==> src/rtl/tff_seq_ctrl.sv <==
// Round-robin sequencer/arbiter driving the T inputs of a shared WIDTH-bit TFF up-counter.
// Define TFF_SEQ_FIXED_PRIO_EN to make requester 0 win every tie instead of alternating.
module tff_seq_ctrl #(
   parameter int WIDTH = 4
) (
   input  logic             clk,
   input  logic             res,
   input  logic [1:0]       req,
   input  logic [WIDTH-1:0] len0,
   input  logic [WIDTH-1:0] len1,
   output logic [1:0]       gnt,
   output logic             busy,
   output logic             done,
   output logic             done_id,
   output logic [WIDTH-1:0] cnt
);

   typedef enum logic [1:0] {
      S_IDLE  = 2'd0,
      S_CLEAR = 2'd1,
      S_RUN   = 2'd2,
      S_DONE  = 2'd3
   } state_t;

   state_t           r_state;
   logic [WIDTH-1:0] r_q;
   logic [WIDTH-1:0] r_len_q;
   logic [1:0]       r_gnt;
   logic             r_busy;
   logic             r_done;
   logic             r_done_id;
   logic             r_owner;
   logic             r_last;

   logic [WIDTH-1:0] w_t;
   logic             w_carry;
   logic             w_winner;
   logic             w_owner_req;

   assign gnt     = r_gnt;
   assign busy    = r_busy;
   assign done    = r_done;
   assign done_id = r_done_id;
   assign cnt     = r_q;

   assign w_owner_req = req[r_owner];

   // T inputs: CLEAR toggles every set bit to zero, RUN ripples an increment until len_q is reached
   always_comb begin
      w_t     = {WIDTH{1'b0}};
      w_carry = 1'b1;
      case (r_state)
         S_CLEAR: begin
            w_t = r_q;
         end
         S_RUN: begin
            if (r_q != r_len_q) begin
               for (int i = 0; i < WIDTH; i++) begin
                  w_t[i]  = w_carry;
                  w_carry = w_carry & r_q[i];
               end
            end else begin
               w_t = {WIDTH{1'b0}};
            end
         end
         default: begin
            w_t = {WIDTH{1'b0}};
         end
      endcase
   end

   // Tie-break between simultaneous requesters
   always_comb begin
      w_winner = 1'b0;
      case (req)
         2'b01:   w_winner = 1'b0;
         2'b10:   w_winner = 1'b1;
`ifdef TFF_SEQ_FIXED_PRIO_EN
         2'b11:   w_winner = 1'b0;
`else
         2'b11:   w_winner = ~r_last;
`endif
         default: w_winner = 1'b0;
      endcase
   end

   // TFF counter cells: each bit flips when its T input is high
   always_ff @(posedge clk or negedge res) begin
      if (!res) begin
         r_q <= {WIDTH{1'b0}};
      end else begin
         r_q <= r_q ^ w_t;
      end
   end

   // Sequencer FSM with registered grant, busy and completion outputs
   always_ff @(posedge clk or negedge res) begin
      if (!res) begin
         r_state   <= S_IDLE;
         r_gnt     <= 2'b00;
         r_busy    <= 1'b0;
         r_done    <= 1'b0;
         r_done_id <= 1'b0;
         r_len_q   <= {WIDTH{1'b0}};
         r_owner   <= 1'b0;
         r_last    <= 1'b1;
      end else begin
         r_done <= 1'b0;
         case (r_state)
            S_IDLE: begin
               if (|req) begin
                  r_state <= S_CLEAR;
                  r_owner <= w_winner;
                  r_gnt   <= w_winner ? 2'b10 : 2'b01;
                  r_len_q <= w_winner ? len1 : len0;
                  r_busy  <= 1'b1;
               end else begin
                  r_state <= S_IDLE;
               end
            end
            S_CLEAR: begin
               if (!w_owner_req) begin
                  r_state <= S_IDLE;
                  r_gnt   <= 2'b00;
                  r_busy  <= 1'b0;
               end else if (r_len_q == {WIDTH{1'b0}}) begin
                  r_state   <= S_DONE;
                  r_done    <= 1'b1;
                  r_done_id <= r_owner;
                  r_last    <= r_owner;
               end else begin
                  r_state <= S_RUN;
               end
            end
            S_RUN: begin
               if (!w_owner_req) begin
                  r_state <= S_IDLE;
                  r_gnt   <= 2'b00;
                  r_busy  <= 1'b0;
               end else if (r_q == r_len_q) begin
                  r_state   <= S_DONE;
                  r_done    <= 1'b1;
                  r_done_id <= r_owner;
                  r_last    <= r_owner;
               end else begin
                  r_state <= S_RUN;
               end
            end
            S_DONE: begin
               r_state <= S_IDLE;
               r_gnt   <= 2'b00;
               r_busy  <= 1'b0;
            end
            default: begin
               r_state <= S_IDLE;
               r_gnt   <= 2'b00;
               r_busy  <= 1'b0;
            end
         endcase
      end
   end

endmodule
==> config.mk <==
export PLATFORM = sky130hd
export DESIGN_NAME = tff_seq_ctrl
export DESIGN_NICKNAME = d
export VERILOG_FILES = /design/src/rtl/tff_seq_ctrl.sv
export SDC_FILE = /design/constraint.sdc
export NUM_CORES = 1
export LEC_CHECK = 0
export CORE_AREA = 8 8 53 55
export CTS_CLUSTER_DIAMETER = 60
export DETAILED_ROUTE_END_ITERATION = 10
export DIE_AREA = 0 0 61 63
export PLACE_DENSITY = 0.82
export SLEW_MARGIN = 5
export SYNTH_ARGS = -nofsm -noshare
export SYNTH_HDL_FRONTEND = slang
export SYNTH_SLANG_ARGS = --single-unit
==> constraint.sdc <==
create_clock -name clk -period 2.1 [get_ports clk]
set_input_delay 0.42 -clock clk [delete_from_list [all_inputs] [get_ports clk]]
set_output_delay 0.42 -clock clk [all_outputs]
set_load 0.01 [all_outputs]
# == Yosys cells after proc, flatten, opt, wreduce, memory -nomap -nowiden ==
# Index checks and enable logic that the tools add are counted.
# Widths: inputs -> output; s select.
# word_totals
in_bits,12
word_cells,64
regBits,17
output_inout_bits,9
# classes
n_reduce_logical,8
n_bitwise,4
magnitude_cmp,1
n_eq_ne,13
mux,29
# ops
op,count
$mux 1,15
$ne 2x2->1 const B,6
$mux 2,5
$eq 2x2->1 const B,4
$mux 4,2
$pmux 2 s4,1
$pmux 4 s2,1
$pmux 1 s2,3
$pmux 2 s3,1
$reduce_and 5->1,1
$eq 4x4->1,1
$logic_not 4->1,1
$ne 4x4->1,1
$reduce_and 2->1,2
$reduce_or 2->1,2
$xor 4x4->4,1
$pmux 1 s3,1
$and 1x1->1,2
$eq 2x1->1 const B,1
$logic_not 2->1,1
$lt 1x2->1 const B,1
$reduce_bool 2->1,1
$not 1->1,1

# == Longest topological paths before layout ==
# logic_depth
depth_word,5
depth_mapped,6
depth_no_buf,5

# == Worst setup path after synthesis ==
# OpenSTA, ideal clock, no wires.
# synth_timing
path_type,register to register
startpoint,"register r_q[0], in the netlist cnt[0]"
endpoint,"register r_done_id, in the netlist done_id"
arrival_ns,1.750
period_less_slack_ns,1.875
required_time_ns,1.975
n_path_buf,1
stages_incl_launch_ff,6
path_slack_ns,0.225
cell_sequence,dfrtp_1 -> buf_6 -> xor2_1 -> o41a_1 -> a211o_1 -> mux2_4
# synth_via
elab_chain_len,3
# synth_rtl
element,line_no,rtl
"start, declared",26,logic [WIDTH-1:0] r_q;
"start signal, assigned",90,r_q <= {WIDTH{1'b0}};
"start signal, assigned",92,r_q <= r_q ^ w_t;
$eq 4x4->1,140,end else if (r_q == r_len_q) begin
$ne 2x2->1 (no source line),--,
$reduce_and 5->1 (no source line),--,
"end signal, assigned",129,r_done_id <= r_owner;
"end signal, assigned",143,r_done_id <= r_owner;
"end, declared",31,logic r_done_id;
# Every way passes these cells.
# A chain may end at the register's enable or synchronous reset.

# == Worst setup path in the final report ==
# layout_timing
startpoint,"register r_q[3], in the netlist cnt[3]"
endpoint,"register r_done_id, in the netlist done_id"
# The elaborated chain is that of the path after synthesis.

==> flow_summary.toml <==
[status]
status = "finished clean"

[drt]
top_layer_used = "met4"
viasPerCell = 5.33
ant_nets = 0
routed-wl-met3_um = 102
drc = 0
drt_wl_total_um = 1970
vias = 767
wl_met1_um = 840
dr.pass1.iters = 4
first_iter_violations = 16
wl_per_cell_um = 13.7
met2RoutedLength_um = 1010

[sta]
rsz0062_at_grt = "no"
slew_violations = 0
finClkSkew_ps = 6.51
maxSlewHeadroom_pct = 62.8
fin_crit_ps = 1840
setup_viol_count_final = 0
min_period_over_period_pct = 87.7
fmax_mhz = 543
finalHoldViolations = 0
setup_tns_ps = 0
post-route-worst-setup-slack_ps = 259
tightest_slew_ps = 552

[clocking]
htreeDepth = 1
clock_sinks = 17
postCtsHoldBufs = 0
cts.clk_slew.worst_paths_ps = 110
cts_buffer_depth = 2
tritoncts = "done"
ctsResizeCount = 0
root_buffer = "clkbuf_4"
post_cts_buffers = 0
clock_latency_ps = 290
cts_buffers = 3

[synth]
postSynthCellCount = 88
synth_top_family_by_area = "compound AO/OA/AOI/OAI gates"
synth_seq_cells = 17
synthMuxAreaShare_pct = 11.2
seq_area_frac_synth_pct = 46.0
ys_async_sr_fraction_pct = 100
synth_nets = 104
synthSimpleGateAreaFrac_pct = 14.4
synth_cell_type_count = 33
synthXorXnorAreaFrac_pct = 3.77
synth_compound_area_share_pct = 15.6
ys.flop_type = "dfrtp_1"
synth_edf_count = 0
synth_area_um2 = 928
syn_area_per_cell_um2 = 10.5
synth_adder_area_share_pct = 5.39
yosysWarnings = 0

[placement]
pre_cts_ws_ps = 144
dp_cells = 140
place_congestion = 0.736
portBuffers = 20
dpl.hpwl_um = 1580
placed_cell_area_um2 = 1190

[critical_path]
reg2reg_from = "cnt[3]"
cp.required_ps = 2290
critPathKind = "reg -> reg"
worst_setup_path_end_kind = "register"
startpoint_type = "register"
crit_path_max_fanout = 7
startpoint = "cnt[3]"
arrival_ps = 2030

[finish]
final_cells = 144
diodes = 0
design_area_um2 = 1220
nets = 133
layout_common_cells = "clkdlybuf4s50_1 (20), dfrtp_1 (16), o21ai_0 (9), nand2_1 (6), buf_4 (6)"
area_growth_pct = 31.5
final_layout_size_suffix_gt1_share_pct = 17.2
layout_commonest_cell = "clkdlybuf4s50_1"

[floorplanning]
io_pins = 21
die_area_um2 = 3840
coreArea_um2 = 2060
die_x_um = 61
initial_core_util_pct = 45.0
row_count = 17
die_y_um = 63

[global_routing]
grtUsageTotal_pct = 11.4
grt_antenna_before_repair = 0
grt_overflow = 0
grt_pass1_vias = 807
grt_max_degree = 18
grt_pass1_wl_um = 3390

[power]
pwr-share-comb_pct = 51.9
p_sw_uw = 619
powerDensity_nw_per_um2 = 1290
power_frac_clock_pct = 11.3
p_leak_nw = 0.548
power_mw = 1.57
internal_power_uw = 952
swShare_pct = 39.4
max-vdd-ir-drop_mv = 0.879
power_frac_seq_pct = 36.8

[worst_hold_path]
worstHoldPathType = "in -> async"

[flow_run]
drv_cap = 0
[stage by stage]
stage / utilization (%) / hold WS (ps)
2_1_floorplan: - / 124
3_3_place_gp: 57.9 / 500
3_5_place_dp: 57.9 / 513
4_1_cts: 59.2 / 440
5_1_grt: 59.2 / 449
6_report: 59.2 / 434
[sequential cells by signal (all words and copies together), names as in the netlist]
register  flops
cnt           4
r_owner       1
gnt           2
done_id       1
r_len_q       4
r_last        1
r_state       2
busy          1
done          1
[routing by layer]
| metal | vias up | GRT usage [%] |
|---|---|---|
| met5 | - | 0 |
| met1 | 368 | 13.0 |
| li1 | 373 | - |
| met4 | 0 | 5.83 |
| met3 | 4 | 3.09 |
| met2 | 22 | 18.3 |
[worst max-delay path, stage by stage, from the launching register on]
cell and delay, ps:
dfrtp_1 440, xor2_1 170, o41a_1 530, a211o_1 310
mux2_4 300
[cell usage after synthesis, drive strengths merged (2+ instances only)]
master	n	area, µm²
nand2b	2	12.5
mux2i	4	40.0
nand3	3	15.0
nand2	6	22.5
a21oi	3	15.0
nor2	2	7.51
ha	4	50.1
a31oi	3	18.8
mux2	5	63.8
dfrtp	16	400
or2	2	12.5
o21ai	10	50.0
xor2	4	35.0
and3	2	12.5
nor4	2	12.5
inv	5	18.8
[final cells by class]
class	instances	area, µm²
clock inverters	1	5.00
fillers	201	842
clock buffers	3	22.5
multi-input cells	64	468
flip-flops and latches	17	427
well taps	28	35.0
inverters	5	18.8
repair buffers	26	245
[path summary, 6_finish.rpt]
kind	endpoint	slack (ps)	cells after the start
hold reg to reg	done_id	530	1
max in group asynchronous	r_last	1420	2
hold / removal	done_id	430	2
setup reg to reg	done_id	260	4
setup / recovery	done_id	260	4
min in group clk	done_id	530	1
[kinds of logic (layout without fill, tap and decap cells)]
family,count (synthesis),count (layout)
compound gates,23,23
xor+xnor,4,4
fa+ha+maj,4,4
buf+inv,7,35
flops,17,17
mux,9,9
simple gates,24,24
[power by group through the flow]
stage          Combinational (mW)  Clock, mW  Sequential [mW]
2_1_floorplan               0.522          0            0.584
3_3_place_gp                0.783          0            0.574
3_5_place_dp                0.817          0            0.585
4_1_cts                     0.822      0.182            0.579
5_1_grt                     0.897      0.194            0.600
6_report                    0.816      0.177            0.578
(Power assumes the default switching activity.)
